$ cat src/rtl/synth_pkg.sv
// synth_pkg: definitions shared by the tone-path control blocks.
// Contents:
//   - step-word field layout {rest, wave[1:0], octave[1:0], note[3:0]}
//   - waveform codes and the rest word
//   - sequencer FSM state encoding
//   - the minimum step length
//   - step-word decode helpers
package synth_pkg;

   localparam int STEP_W    = 9;
   localparam int NOTE_LSB  = 0;
   localparam int NOTE_W    = 4;
   localparam int OCT_LSB   = 4;
   localparam int OCT_W     = 2;
   localparam int WAVE_LSB  = 6;
   localparam int WAVE_W    = 2;
   localparam int REST_BIT  = 8;
   localparam int NOTE_SW_W = 11;

   localparam logic [WAVE_W-1:0] WAVE_SINE = 2'd0;
   localparam logic [WAVE_W-1:0] WAVE_TRI  = 2'd1;
   localparam logic [WAVE_W-1:0] WAVE_SQR  = 2'd2;
   localparam logic [WAVE_W-1:0] WAVE_SAW  = 2'd3;

   localparam logic [STEP_W-1:0] REST_WORD = 9'h100;

   localparam int unsigned MIN_STEP_LEN = 8;

   typedef enum logic [1:0] {IDLE, LOAD, PLAY, GAP} seq_state_t;

   // A step sounds only when the rest flag is clear and the note maps to
   // one of the 11 note switches; notes 11..15 behave like a rest.
   function automatic logic step_sounds(input logic [STEP_W-1:0] w);
      return !w[REST_BIT] && (w[NOTE_LSB +: NOTE_W] <= 4'd10);
   endfunction

   function automatic logic [NOTE_SW_W-1:0] note_onehot(input logic [STEP_W-1:0] w);
      if (step_sounds(w))
         return NOTE_SW_W'(1) << w[NOTE_LSB +: NOTE_W];
      return '0;
   endfunction

endpackage

$ cat src/rtl/note_sequencer_step_ram.sv
// step_ram: pattern register file for the note sequencer.
// Every entry resets to the rest word. Writes land on the clock edge;
// reads are combinational, so a read and a write to the same entry in
// the same cycle return the old word.
// Ports:
//   clk, rst  clock, synchronous active-high reset
//   wr_en     write strobe
//   wr_addr   entry to write
//   wr_data   step word to store
//   rd_addr   entry to read
//   rd_data   stored step word (combinational)
module step_ram
   import synth_pkg::*;
#(
   parameter int STEPS = 8
) (
   input  logic              clk,
   input  logic              rst,
   input  logic              wr_en,
   input  logic [2:0]        wr_addr,
   input  logic [STEP_W-1:0] wr_data,
   input  logic [2:0]        rd_addr,
   output logic [STEP_W-1:0] rd_data
);

   localparam int AW = (STEPS > 1) ? $clog2(STEPS) : 1;

   logic [STEP_W-1:0] r_mem [STEPS];
   logic [AW-1:0]     w_wa;
   logic [AW-1:0]     w_ra;

   assign w_wa = wr_addr[AW-1:0];
   assign w_ra = rd_addr[AW-1:0];

   always_ff @(posedge clk) begin
      if (rst) begin
         for (int i = 0; i < STEPS; i++)
            r_mem[i] <= REST_WORD;
      end else if (wr_en) begin
         r_mem[w_wa] <= wr_data;
      end
   end

   assign rd_data = r_mem[w_ra];

endmodule

$ cat src/rtl/note_sequencer.sv
// note_sequencer: autonomous step sequencer for the tone datapath.
// Plays steps 0..seq_len from the pattern RAM, each lasting
// max(tempo_div, 8) clocks, and presents note switches, octave, waveform
// and gate for each step.
// Build option NOTE_SEQUENCER_GAP_EN: drop the gate for the last L/8
// cycles of every step (staccato). Without it the gate is held across
// consecutive sounding steps (legato).
// Ports:
//   clk, rst   clock, synchronous active-high reset
//   run        1 = play, 0 = stop (returns to IDLE next edge)
//   seq_len    index of the last step played
//   tempo_div  clocks per step, sampled at each step load
//   wr_en, wr_addr, wr_data   pattern write port
//   note_sw    one-hot note code (bit n-1 = sw[n])
//   octave     octave for the divider
//   wave_sel   0 sine, 1 triangle, 2 square, 3 saw
//   gate       generator enable
//   step_idx   step currently selected
//   step_tick  one-cycle pulse with each newly loaded step
module note_sequencer
   import synth_pkg::*;
#(
   parameter int STEPS   = 8,
   parameter int TEMPO_W = 24
) (
   input  logic                 clk,
   input  logic                 rst,
   input  logic                 run,
   input  logic [2:0]           seq_len,
   input  logic [TEMPO_W-1:0]   tempo_div,
   input  logic                 wr_en,
   input  logic [2:0]           wr_addr,
   input  logic [STEP_W-1:0]    wr_data,
   output logic [NOTE_SW_W-1:0] note_sw,
   output logic [OCT_W-1:0]     octave,
   output logic [WAVE_W-1:0]    wave_sel,
   output logic                 gate,
   output logic [2:0]           step_idx,
   output logic                 step_tick
);

   seq_state_t           r_state;
   logic [TEMPO_W-1:0]   r_cnt;
   logic [TEMPO_W-1:0]   r_last;
   logic [2:0]           r_idx;
   logic [NOTE_SW_W-1:0] r_note_sw;
   logic [OCT_W-1:0]     r_octave;
   logic [WAVE_W-1:0]    r_wave;
   logic                 r_gate;
   logic                 r_tick;

   logic [STEP_W-1:0]    w_rd;
   logic [TEMPO_W-1:0]   w_len;
   logic [2:0]           w_next_idx;
   logic                 w_at_end;

   step_ram #(.STEPS(STEPS)) u_ram (
      .clk     (clk),
      .rst     (rst),
      .wr_en   (wr_en),
      .wr_addr (wr_addr),
      .wr_data (wr_data),
      .rd_addr (r_idx),
      .rd_data (w_rd)
   );

   assign w_len = (tempo_div < TEMPO_W'(MIN_STEP_LEN)) ? TEMPO_W'(MIN_STEP_LEN) : tempo_div;

   // The counter covers the PLAY/GAP cycles only (0..L-2); the LOAD cycle
   // makes up the remaining cycle, so LOAD-to-LOAD is exactly L.
   assign w_at_end = (r_cnt == r_last);

   // Also wrap at the RAM depth so a seq_len beyond STEPS-1 stays in range.
   assign w_next_idx = ((r_idx >= seq_len) || (r_idx == 3'(STEPS - 1))) ? 3'd0 : r_idx + 3'd1;

`ifdef NOTE_SEQUENCER_GAP_EN
   logic [TEMPO_W-1:0] r_gap_at;
   logic [TEMPO_W-1:0] w_gap_at;

   assign w_gap_at = w_len - (w_len >> 3) - TEMPO_W'(1);
`endif

   always_ff @(posedge clk) begin
      if (rst) begin
         r_state   <= IDLE;
         r_cnt     <= '0;
         r_last    <= '0;
         r_idx     <= '0;
         r_note_sw <= '0;
         r_octave  <= '0;
         r_wave    <= '0;
         r_gate    <= 1'b0;
         r_tick    <= 1'b0;
`ifdef NOTE_SEQUENCER_GAP_EN
         r_gap_at  <= '0;
`endif
      end else if (!run) begin
         r_state   <= IDLE;
         r_cnt     <= '0;
         r_idx     <= '0;
         r_note_sw <= '0;
         r_octave  <= '0;
         r_wave    <= '0;
         r_gate    <= 1'b0;
         r_tick    <= 1'b0;
      end else begin
         case (r_state)
            IDLE: begin
               r_tick  <= 1'b0;
               r_state <= LOAD;
            end
            LOAD: begin
               r_note_sw <= note_onehot(w_rd);
               r_octave  <= w_rd[OCT_LSB +: OCT_W];
               r_wave    <= w_rd[WAVE_LSB +: WAVE_W];
               r_gate    <= step_sounds(w_rd);
               r_tick    <= 1'b1;
               r_cnt     <= '0;
               r_last    <= w_len - TEMPO_W'(2);
`ifdef NOTE_SEQUENCER_GAP_EN
               r_gap_at  <= w_gap_at;
`endif
               r_state   <= PLAY;
            end
            PLAY: begin
               r_tick <= 1'b0;
               r_cnt  <= r_cnt + TEMPO_W'(1);
               if (w_at_end) begin
                  r_idx   <= w_next_idx;
                  r_state <= LOAD;
`ifdef NOTE_SEQUENCER_GAP_EN
                  // Shortest steps put the gap start on the last PLAY
                  // cycle; the gate still has to drop for the LOAD cycle.
                  r_gate  <= 1'b0;
`endif
               end
`ifdef NOTE_SEQUENCER_GAP_EN
               else if (r_cnt == r_gap_at) begin
                  r_gate  <= 1'b0;
                  r_state <= GAP;
               end
`endif
            end
            GAP: begin
               r_tick <= 1'b0;
               r_cnt  <= r_cnt + TEMPO_W'(1);
               if (w_at_end) begin
                  r_idx   <= w_next_idx;
                  r_state <= LOAD;
               end
            end
            default: r_state <= IDLE;
         endcase
      end
   end

   assign note_sw   = r_note_sw;
   assign octave    = r_octave;
   assign wave_sel  = r_wave;
   assign gate      = r_gate;
   assign step_idx  = r_idx;
   assign step_tick = r_tick;

endmodule

$ cat config.mk
export PLATFORM = sky130hd
export DESIGN_NAME = note_sequencer
export DESIGN_NICKNAME = d
export VERILOG_FILES = /design/src/rtl/synth_pkg.sv /design/src/rtl/note_sequencer_step_ram.sv /design/src/rtl/note_sequencer.sv
export SDC_FILE = /design/constraint.sdc
export NUM_CORES = 1
export LEC_CHECK = 0
export BUFFER_PORTS_ARGS = -buffer_cell sky130_fd_sc_hd__buf_2
export CORE_UTILIZATION = 60
export CTS_CLUSTER_DIAMETER = 100
export DETAILED_ROUTE_END_ITERATION = 16
export PLACE_DENSITY = 0.8
export SKIP_LAST_GASP = 1
export SYNTH_ARGS = -nofsm -noshare
export SYNTH_HDL_FRONTEND = slang
export SYNTH_HIERARCHICAL = 1
export SYNTH_SLANG_ARGS = --single-unit
export TNS_END_PERCENT = 50
$ cat constraint.sdc
create_clock -name clk -period 4.66 [get_ports clk]
set_input_delay 0.466 -clock clk [delete_from_list [all_inputs] [get_ports clk]]
set_output_delay 0.466 -clock clk [all_outputs]
set_load 0.005 [all_outputs]
# Yosys cells after proc, flatten, opt, wreduce, memory -nomap -nowiden
# Memory sizes are Yosys's and may differ from the RTL's. A register that Yosys moved wholly into a read port is not among the register bits.
# Index checks and enable logic that the tools add are counted.
# op_classes
addsub,3
n_mul,0
div_mod_pow,0
magnitude_cmp,3
n_eq_ne,6
shifts,1
n_mux,22
bitwise,1
n_reduce_logical,11
# ops
operator,n
24-bit one-hot mux with 2 select lines,1
"24-bit by 1-bit adder with 24-bit output, second input constant",1
24-bit equality test,1
"24-bit by 4-bit less-than comparator with 1-bit output, second input constant",1
24-bit 2-to-1 mux,1
"24-bit by 2-bit subtractor with 24-bit output, second input constant",1
11-bit 2-to-1 mux,2
3-bit 2-to-1 mux,4
"1-bit by 4-bit << shifter with 11-bit output, first input constant",1
1-bit 2-to-1 mux,10
9-bit 2-to-1 mux,1
9-bit OR reduction,1
2-bit one-hot mux with 3 select lines,1
"2-bit equality test, second input constant",2
"4-bit less-or-equal comparator, second input constant",1
2-bit AND reduction,2
2-bit OR reduction,2
"3-bit by 1-bit adder with 3-bit output, second input constant",1
"3-bit equality test, second input constant",1
3-bit greater-or-equal comparator,1
3-bit OR reduction,1
"2-bit by 1-bit equality test with 1-bit output, second input constant",1
2-bit logical NOT,1
2-bit 2-to-1 mux,1
7 further kinds,7
# totals
reg_bits,70
latch_bits,0
ramBits,72
rom_bits,0
inputBits,43
out_inout_bits,20
elab_cells,57
n_memories,1
# memory_table
memory,depth,width,rd,rd_clocked_by_memory_dff,write_ports,line_no,text
u_ram.r_mem,8,9,1,1,8,note_sequencer_step_ram.sv:28,logic [STEP_W-1:0] r_mem [STEPS];

# Longest topological paths before layout
# Gate-level depths: netlist (run 1).
# logic_depth
word_depth,7
mapped_depth,11
ltp_nobuf,9

# Modules after synthesis
# Netlist (run 1), hierarchy kept.
# modules_own_cells
module,n_inst,cells_per_inst,area_each_um2
note_sequencer,1,419,3666.0
step_ram,1,214,3344.5

# Least setup slack after synthesis (run 1)
# Ideal clock, no wire load.
# synth_timing
kind,input port to flip-flop
from,input tempo_div[18]
to,register r_last[17]
arrival_time_ns,2.722
required_ns,4.569
setup_slack_ns,1.847
cell_stages,9
path_cell_list,or3_4 > nor4_2 > nand3_1 > nand2_1 > ha_1 > nand3_1 > a311o_1 > or4_1 > a311oi_1
# synth_via
elab_chain_cells,3
# synth_rtl
element,line_no,text
"start, declared",note_sequencer.sv:30,"input logic [TEMPO_W-1:0] tempo_div,"
24-bit by 4-bit less-than comparator with 1-bit output,note_sequencer.sv:67,assign w_len = (tempo_div < TEMPO_W'(MIN_STEP_LEN)) ? TEMPO_W'(MIN_STEP_LEN) : tempo_div;
24-bit 2-to-1 mux,note_sequencer.sv:67,
24-bit by 2-bit subtractor with 24-bit output,note_sequencer.sv:119,r_last <= w_len - TEMPO_W'(2);
"end signal, assigned",note_sequencer.sv:119,
"end, declared",note_sequencer.sv:44,logic [TEMPO_W-1:0] r_last;
# Every way passes these cells.
# A chain may end at the register's enable or synchronous reset.

==> qor.log, run 1 <==
[run_status] result of the run completed
[sta] total of endpoints with negative setup slack in the final report 0
[sta] setup TNS 0 ns
[sta] Tmin final 3.172 ns
[clock_tree] clock-pin transition on the worst setup and hold timing paths 0.06 ns
[clock_tree] CTS buffer count 17
[power_and_ir_drop] leakage power figure 0.002604 µW
[synthesis] area leader, netlist edfxtp_1
[die] die outline area 12,120 µm²
[synthesis] gate count of the mapped netlist 633
[clock_tree] CTS resizes 0
[synthesis] share of the synthesized area in the top cell type 30.84%
[detailed_routing] antenna viol nets, final 0
[critical_path] worst r2r path cells 6
[die] standard-cell row count 39
[finish] # nets final 728
[detailed_routing] count of TritonRoute iterations in the first routing pass 6
[min_path] terminating pin of the worst hold path r_last[1]
[synthesis] main area contributors after synthesis edfxtp_1 (31%), dfxtp_1 (20%), mux4_1 (6.7%)
[clock_tree] Post CTS Setup Buffer Count 0
[sta] count of endpoints failing hold in the final timing report 0
[synthesis] number of distinct library cell variants in the gate-level netlist after synthesis 65
[placement] quantity of I/O buffers inserted on ports 62
[critical_path] Worst EP required 5.02 ns
[finish] Area growth, synth to finish 12.62%
[finish] Ant. Diodes 0
[synthesis] Syn Area/Cell 11.07 µm²
[grt] GRT Util Overall 29.18%
[synthesis] nets in the synthesized netlist 683
[clock_tree] clock net sink count 142
[finish] final design instance area without fill 7895 µm²
[critical_path] critical path endpoint category flop
[synthesis] sequential element share of the synthesized area 50.83%
[sta] Max transition margin 30.90%
[sta] share of the cycle needed by the critical path after routing 68.06%
[clock_tree] source-to-sink clock delay at the later pin of the worst-skew pair 0.43 ns
[grt] global route total overflow 0
[synthesis] number of synthesized register bits 142
[min_path] startpoint of the most critical hold path tempo_div[1]
[critical_path] start of the worst register-to-register path step_idx[0]
[finish] fraction of final layout cells with drive strength greater than 1 18.52%
[sta] highest clock rate 315.3 MHz
[power_and_ir_drop] worst-case vdd ir drop 465.2 µV
[clock_tree] deepest level of the CTS H-tree 4
[critical_path] Setup CP Type flop to flop
[placement] placed cell count 802
[sta] max-slew violation count 0
[grt] number of antenna violations at the first check in global routing 0
[detailed_routing] mean routed wirelength per cell 19.81 µm
[detailed_routing] 1st-iter DRT viols 593
[synthesis] count of warnings emitted by yosys 6
[synthesis] post-synthesis instance area 7010 µm²
[detailed_routing] detailed-route vias per instance 6.447
[synthesis] flip-flop cell with the highest count after synthesis edfxtp_1
[placement] Routability Congestion 0.8963
[critical_path] endpoint of the lowest-slack register-to-register path note_sw[7]
[min_path] Hold Path Depth 2
[die] width of the chip 110.1 µm
[critical_path] arrival time reported for the critical path endpoint 3.53 ns
[sta] worst clock skew on the final layout 0.009441 ns
[synthesis] number of synthesized flops with an enable pin 72
[detailed_routing] overall via count from detail_route 5,377
[die] die span in y 110.1 µm
[grt] global-route wire length before repair 26,030 µm
[flow_run] max-cap violations 0
[detailed_routing] Remaining DRCs 0
[placement] cell area after placement 7316 µm²
[finish] commonest non-fill, non-tap cell in the layout edfxtp_1
[critical_path] largest fanout of any net on the critical path 18
[clock_tree] Post-CTS Hold Buffers 0
[clock_tree] cell chosen for the clock root clkbuf_16
[critical_path] kind of start point of the critical path flop
[grt] vias in the first global route 5,080
[sta] RSZ-0062 raised after global routing no
[placement] HPWL after detailed placement 11,210 µm
[finish] non-filler cells, final 834
[synthesis] Async SR Flop Fraction 0%
[die] I/O Pins 63
[clock_tree] Clock Path Buffers 2
[die] initial core utilization 61.40%
[detailed_routing] final wirelength 16,520 µm
[die] Core Area 11,420 µm²
[sta] measured slew at the worst slew-check pin 1.034 ns
[grt] pin count of the biggest net entering global routing 44
[min_path] Hold/Removal Path Class input port to flop
[clock_tree] clock tree from TritonCTS yes
[finish] most frequent cells in the layout edfxtp_1 (72), dfxtp_1 (70), nor3_1 (68), buf_2 (62), nor2_1 (59)
[critical_path] Worst R2R Setup Slack 1.49 ns
[power_and_ir_drop] cell area power density 369.5 nW/µm²
==> where the power goes <==
group          internal (µW)  total, µW  switching [µW]
logic                   72.8        200             127
clock network            829       1330             500
registers               1370       1390            22.9
==> cells in the mapped netlist (all sizes together) (4+ instances only) <==
| cell | number |
|---|---|
| a311oi | 11 |
| a21oi | 9 |
| o211ai | 5 |
| mux4 | 18 |
| or2 | 4 |
| xnor2 | 28 |
| nor3 | 68 |
| and2 | 7 |
| or4 | 9 |
| or3 | 17 |
| inv | 4 |
| dfxtp | 70 |
| and4 | 4 |
| o311ai | 5 |
| a22oi | 11 |
| nor2b | 5 |
| nor2 | 59 |
| a22o | 4 |
| nand2 | 39 |
| nand2b | 6 |
| mux2 | 16 |
| o21bai | 8 |
| clkbuf | 20 |
| nor4 | 7 |
| edfxtp | 72 |
| ha | 7 |
| xor2 | 10 |
| clkinv | 8 |
| o21ai | 7 |
| o31ai | 10 |
| nand3 | 16 |
| buf | 22 |
| a211oi | 10 |
| nand4 | 11 |
==> stage by stage <==
step	hold slack, ns	util, %	setup slack [ns]	power [µW]
floorplan	0.4444	-	1.847	1537
global placement	0.4567	64.07	1.429	1600
detailed placement	0.4698	64.07	1.307	1611
CTS	0.2571	69.14	1.484	2926
global route	0.2859	69.14	1.366	3008
finish	0.2740	69.14	1.488	2917
==> kinds of logic after synthesis <==
kind of cell | count (synthesis) | synth area share, %
and+or+nand+nor | 260 | 18.97
DFF | 142 | 50.83
AOI/OAI and AO/OA | 94 | 10.44
buffers and inverters | 55 | 4.016
xor gates and xnor gates | 38 | 4.747
muxes | 37 | 9.745
adders and majority gates | 7 | 1.249
==> state kept, by name, indices dropped and copies added, names as in the netlist <==
signal       count
note_sw         11
octave           2
gate             1
step_idx         3
r_state          2
r_last          24
wave_sel         2
step_tick        1
u_ram/r_mem     72
r_cnt           24
==> layer usage <==
layer,vias up,share of wire (%),global-route usage (%)
met1,2611,42,37.24
met4,0,2.5,13.06
met3,29,6.3,7.055
met2,237,49,47.28
li1,2500,-,-
met5,-,0,0
==> layout make-up <==
type	count	area, µm²
sequential	142	3563
fill	829	3523
multi-input combinational	436	3166
clock buffer	18	429.2
timing repair buffer	69	362.8
tap	143	178.9
clock inverter	14	150.1
inverter	12	45.04
==> worst max-delay path by stage <==
| stage | from | end | slack, ns |
|---|---|---|---|
| after global routing | step_idx[0] | note_sw[7] | 1.37 |
| after global placement | tempo_div[18] | r_last[19] | 1.43 |
| after floorplan | tempo_div[18] | r_last[17] | 1.85 |
| final | step_idx[0] | note_sw[7] | 1.49 |
| after detailed placement | tempo_div[18] | r_last[13] | 1.31 |
| after CTS | step_idx[0] | note_sw[7] | 1.48 |
==> critical path, stage by stage (launching register included) <==
cell and delay, ns:
dfxtp_1 0.91, buf_4 0.30, mux4_1 0.59, mux2_2 0.34
nor4b_1 0.65, a32oi_1 0.21, nor2_1 0.11
Note: power is estimated with default switching activity, not from simulation.
==> inputs of run 2 (changes only) <==
==> constraint.sdc (replaced) <==
create_clock -name clk -period 3.1 [get_ports clk]
set_input_delay 0.31 -clock clk [delete_from_list [all_inputs] [get_ports clk]]
set_output_delay 0.31 -clock clk [all_outputs]
set_load 0.005 [all_outputs]
==> run 2 against run 1 <==
Against the previous run:
- critical endpoint is now note_sw[3]
- clock skew down 0.0019 ns
- critical path depth fell by 1
- final area is 1.6% higher
- sequential share of layout area shrank 0.69 points
- sequential power grew 50%
- critical path type unchanged
- final cell count grew 1.4%
- register-to-register slack worse by 1.3 ns
==> qor.log, run 2 (synthesis results as in run 1) <==
[run_status] result of the run completed
[placement] cell area after placement 7413 µm²
[critical_path] Worst EP required 3.46 ns
[detailed_routing] Remaining DRCs 0
[flow_run] max-cap violations 0
[critical_path] Worst path top cell family by delay multiplexers
[critical_path] arrival time reported for the critical path endpoint 3.30 ns
[clock_tree] cell chosen for the clock root clkbuf_16
[finish] Reg area 3563 µm²
[clock_tree] deepest level of the CTS H-tree 4
[power_and_ir_drop] cell area power density 560.8 nW/µm²
[power_and_ir_drop] Switching Fraction 22.00%
[placement] quantity of I/O buffers inserted on ports 62
[clock_tree] clock tree from TritonCTS yes
[sta] highest clock rate 340.5 MHz
[clock_tree] Clock Path Buffers 2
[placement] worst setup slack before clock tree synthesis 0.09628 ns
[grt] global-route wire length before repair 25,470 µm
[sta] measured slew at the worst slew-check pin 0.9187 ns
[placement] Routability Congestion 0.8827
[detailed_routing] antenna viol nets, final 0
[finish] # nets final 741
[detailed_routing] overall via count from detail_route 5,326
[sta] count of endpoints failing hold in the final timing report 0
[power_and_ir_drop] proportion of power drawn by combinational gates 7.0%
[die] initial core utilization 61.40%
[finish] leading registers by flop count u_ram/r_mem x72, r_cnt x24, r_last x24
[sta] Max transition margin 38.67%
[finish] register with the highest flop count u_ram/r_mem
[sta] RSZ-0062 raised after global routing no
[finish] footprint of the multi-input gates 3166 µm²
[detailed_routing] detailed-route vias per instance 6.296
[power_and_ir_drop] worst-case vdd ir drop 582.8 µV
[min_path] Hold/Removal Path Class input port to flop
[clock_tree] clock-pin transition on the worst setup and hold timing paths 0.06 ns
[critical_path] Setup CP Type flop to flop
[critical_path] critical path endpoint category flop
[detailed_routing] final wirelength 16,610 µm
[die] die span in y 110.1 µm
[die] width of the chip 110.1 µm
[sta] total of endpoints with negative setup slack in the final report 0
[clock_tree] CTS resizes 0
[finish] Area growth, synth to finish 14.37%
[critical_path] kind of start point of the critical path flop
[finish] post-layout util 70.22%
[grt] global route total overflow 0
[power_and_ir_drop] internal power 3507 µW
[critical_path] CP max stage delay 0.82 ns
[power_and_ir_drop] switching power total 989.0 µW
[critical_path] combined buffer and inverter count along the critical path 0
[power_and_ir_drop] leakage power figure 0.002676 µW
[clock_tree] source-to-sink clock delay at the later pin of the worst-skew pair 0.43 ns
[die] Core Area 11,420 µm²
[clock_tree] clock net sink count 142
[clock_tree] Post-CTS Hold Buffers 0
[finish] number of flip-flops under the largest register name 72
[sta] worst clock skew on the final layout 0.007547 ns
[clock_tree] Post CTS Setup Buffer Count 0
[die] die outline area 12,120 µm²
[finish] fraction of final layout cells with drive strength greater than 1 20.06%
[finish] number of filler instances in the final layout 817
[die] standard-cell row count 39
[critical_path] largest fanout of any net on the critical path 14
[grt] pin count of the biggest net entering global routing 44
[clock_tree] CTS buffer count 17
[finish] most frequent cells in the layout edfxtp_1 (72), dfxtp_1 (70), nor3_1 (68), buf_2 (62), nor2_1 (59)
[finish] Ant. Diodes 0
[grt] GRT Util Overall 28.88%
[grt] vias in the first global route 4,959
[die] I/O Pins 63
[sta] final critical-path setup slack 0.1631 ns
[power_and_ir_drop] part of the total power dissipated in sequential elements 46.4%
[detailed_routing] 1st-iter DRT viols 678
[power_and_ir_drop] clock share of power 46.6%
[detailed_routing] count of TritonRoute iterations in the first routing pass 5
[sta] share of the cycle needed by the critical path after routing 94.74%
[finish] final design instance area without fill 8018 µm²
[critical_path] crit path cell chain mux4_1 -> mux2_2 -> nor4_1 -> a32oi_1 -> nor2_1
[finish] commonest non-fill, non-tap cell in the layout edfxtp_1
[sta] setup TNS 0 ns
[sta] Tmin final 2.937 ns
[detailed_routing] mean routed wirelength per cell 19.63 µm
[placement] HPWL after detailed placement 11,160 µm
[sta] max-slew violation count 0
[grt] number of antenna violations at the first check in global routing 0
[critical_path] crit path max-delay cell type dfxtp_1
## run 2: cell count changes in the layout (fill, tap and decap cells not counted), sizes merged
cell    before  now
clkbuf      18   20
buf         69   82
bufinv       3    4
clkinv      18   14
## run 2: power groups by stage
stage / sequential, µW / clock [µW] / combinational, µW
floorplan: 2110 / 0 / 203
global route: 2090 / 2190 / 342
detailed placement: 2130 / 0 / 309
global placement: 2120 / 0 / 298
finish: 2090 / 2090 / 315
CTS: 2090 / 2110 / 312
## run 2: metal layers
metal / vias up / GRT usage, % / part of all wire, %
met2: 204 / 47.32 / 50
met1: 2566 / 37.26 / 41
met3: 19 / 7.878 / 7.6
met4: 0 / 9.398 / 1.1
met5: - / 0 / 0
li1: 2537 / - / -
## run 2: metrics by stage
step | total power, µW | instances | hold slack (ns)
after floorplan | 2311 | 633 | 0.4152
after global placement | 2417 | 815 | 0.4443
after detailed placement | 2435 | 815 | 0.4606
after CTS | 4506 | 846 | 0.1411
after global routing | 4630 | 846 | 0.1524
final | 4496 | 846 | 0.1492
## run 2: final timing paths
| check | start | end | slack, ns | cells after the start |
|---|---|---|---|---|
| setup reg to reg | step_idx[0] | note_sw[3] | 0.16 | 5 |
| hold / removal | tempo_div[1] | r_last[1] | 0.15 | 2 |
| setup / recovery | step_idx[0] | note_sw[3] | 0.16 | 5 |
| hold reg to reg | gate | gate | 0.47 | 2 |
## run 2: final cells by class
class                      instances  area share (%)
sequential                       142           44.44
timing repair buffer              82           5.743
clock buffer                      20           5.446
inverter                          12          0.5618
tap                              143           2.232
multi-input combinational        436           39.48
clock inverter                    11           2.091
## run 2: worst register-to-register path, delay by kind of cell, from the launching register on
family / cells / cell delay [ns]
AOI/OAI and AO/OA: 1 / 0.21
and+or+nand+nor: 2 / 0.81
muxes: 2 / 1.04
DFF: 1 / 0.82
==> inputs of run 3 (changes only) <==
--- a/config.mk
+++ b/config.mk
@@ -9,6 +9,7 @@
 export CORE_UTILIZATION = 60
 export CTS_CLUSTER_DIAMETER = 100
 export DETAILED_ROUTE_END_ITERATION = 16
+export GPL_TIMING_DRIVEN = 0
 export PLACE_DENSITY = 0.8
 export SKIP_LAST_GASP = 1
 export SYNTH_ARGS = -nofsm -noshare
==> run 3 against run 2 <==
Against the previous run:
- clock-buffer cell count down 1
- critical path depth increased by 2
- non-clock buffer count up 23
- first-iteration DRC count fell by 25%
- register-to-register slack got worse by 0.06 ns
- sequential cell count stayed put
- final area grew 0.81%
- via count increased by 4.1%
==> qor.log, run 3 (synthesis results as in run 1) <==
[run_status] result of the run completed
[critical_path] start of the worst register-to-register path step_idx[2]
[die] initial core utilization 61.40%
[critical_path] largest fanout of any net on the critical path 10
[detailed_routing] count of TritonRoute iterations in the first routing pass 5
[finish] # nets final 764
[finish] Reg area 3563 µm²
[placement] Routability Congestion 0.8807
[placement] HPWL after detailed placement 12,320 µm
[critical_path] Worst EP required 3.46 ns
[finish] most frequent cells in the layout edfxtp_1 (72), dfxtp_1 (70), buf_2 (69), nor3_1 (68), nor2_1 (59)
[sta] max-slew violation count 0
[min_path] Hold/Removal Path Class input port to flop
[power_and_ir_drop] leakage power figure 0.002672 µW
[sta] RSZ-0062 raised after global routing yes
[flow_run] max-cap violations 0
[placement] quantity of I/O buffers inserted on ports 62
[critical_path] kind of start point of the critical path flop
[clock_tree] clock-pin transition on the worst setup and hold timing paths 0.06 ns
[detailed_routing] mean routed wirelength per cell 19.65 µm
[sta] highest clock rate 333.5 MHz
[detailed_routing] antenna viol nets, final 0
[critical_path] worst r2r path cells 7
[finish] Ant. Diodes 0
[clock_tree] Post-CTS Hold Buffers 0
[detailed_routing] final wirelength 17,100 µm
[power_and_ir_drop] cell area power density 544.0 nW/µm²
[die] I/O Pins 63
[grt] vias in the first global route 5,152
[die] die outline area 12,120 µm²
[grt] pin count of the biggest net entering global routing 17
[finish] register with the highest flop count u_ram/r_mem
[critical_path] endpoint of the lowest-slack register-to-register path note_sw[7]
[power_and_ir_drop] overall power 4397 µW
[finish] number of filler instances in the final layout 828
[finish] Area growth, synth to finish 15.30%
[min_path] startpoint of the most critical hold path tempo_div[1]
[finish] leading registers by flop count u_ram/r_mem x72, r_cnt x24, r_last x24
[clock_tree] CTS resizes 0
[sta] measured slew at the worst slew-check pin 1.002 ns
[sta] worst clock skew on the final layout 0.007517 ns
[die] Core Area 11,420 µm²
[sta] Tmin final 2.998 ns
[grt] GRT Util Overall 29.46%
[critical_path] critical path endpoint category flop
[clock_tree] source-to-sink clock delay at the later pin of the worst-skew pair 0.43 ns
[finish] footprint of the multi-input gates 3166 µm²
[critical_path] arrival time reported for the critical path endpoint 3.36 ns
[clock_tree] cell chosen for the clock root clkbuf_16
[clock_tree] clock tree from TritonCTS yes
[die] width of the chip 110.1 µm
[critical_path] launching element of the worst setup path step_idx[2]
[die] die span in y 110.1 µm
[sta] count of endpoints failing hold in the final timing report 0
[grt] global-route wire length before repair 26,270 µm
[detailed_routing] Remaining DRCs 0
[detailed_routing] detailed-route vias per instance 6.372
[finish] number of flip-flops under the largest register name 72
[detailed_routing] 1st-iter DRT viols 509
[finish] commonest non-fill, non-tap cell in the layout edfxtp_1
[clock_tree] Clock Path Buffers 2
[clock_tree] Post CTS Setup Buffer Count 0
[clock_tree] CTS buffer count 17
[power_and_ir_drop] worst-case vdd ir drop 642.5 µV
[finish] fraction of final layout cells with drive strength greater than 1 18.98%
[sta] Max transition margin 33.05%
[clock_tree] clock net sink count 142
[critical_path] Setup CP Type flop to flop
[detailed_routing] overall via count from detail_route 5,544
[critical_path] endpoint of the most critical setup path note_sw[7]
[die] standard-cell row count 39
[sta] share of the cycle needed by the critical path after routing 96.72%
[clock_tree] deepest level of the CTS H-tree 4
[sta] total of endpoints with negative setup slack in the final report 0
[critical_path] Worst R2R Setup Slack 0.10 ns
[grt] global route total overflow 0
[grt] number of antenna violations at the first check in global routing 0
[sta] Worst Hold Slack 0.1343 ns
[run 3: changes by cell type in the layout (fill, tap and decap cells not counted)]
cell           previous run  this run
inv_6                     0         2
buf_4                    20         0
buf_2                    62        69
dlygate4sd1_1             0         1
clkbuf_1                  3        21
clkinvlp_4                1         3
buf_6                     0         6
clkbuf_8                  0         1
bufinv_16                 4         2
buf_1                     0         8
buf_12                    0         1
[run 3: final cells by class]
type                    instances  share of cell area (%)
inverters                      12                  0.5573
multi-input cells             436                   39.16
well taps                     143                   2.214
clock inverters                13                   1.734
repair buffers                 62                   3.839
plain buffers                  43                   2.926
flip-flops and latches        142                   44.09
clock buffers                  19                   5.480
[run 3: per-layer routing]
metal	routed length (µm)	global-route usage [%]
met4	334	10.62
met1	7060	36.94
met2	8562	49.60
met3	1138	7.231
met5	0	0
[run 3: stage by stage]
| stage | TNS, ns | instance area (µm²) | utilization (%) | setup slack [ns] | std cells |
|---|---|---|---|---|---|
| finish | 0 | 8083 | 70.79 | 0.1018 | 870 |
| floorplan | 0 | 7010 | - | 0.4427 | 633 |
| detailed placement | -0.2789 | 7500 | 65.68 | -0.1415 | 838 |
| global route | -0.04229 | 8083 | 70.79 | -0.02335 | 870 |
| CTS | 0 | 8083 | 70.79 | 0.1426 | 870 |
| global placement | -0.2211 | 7500 | 65.68 | -0.1175 | 838 |
[run 3: power by group]
group	switching, µW	internal (µW)	total [µW]
combinational	205	118	323
clock	784	1210	1990
sequential	32.2	2050	2080
total	1020	3380	4400
[run 3: critical path, cell delays in order, from the launching register on]
cell and delay [ns]:
dfxtp_1 0.41, clkbuf_1 0.42, buf_2 0.37, mux4_1 0.35, mux2_2 0.33, nor4b_1 0.75
a32oi_1 0.20, nor2_1 0.11
[run 3: worst min path at each step]
stage                      endpoint  depth (start not counted)
final                     r_last[1]                          2
after global routing      r_last[1]                          2
after global placement         gate                          2
after detailed placement       gate                          2
after floorplan           r_last[1]                          1
after CTS                 r_last[1]                          2
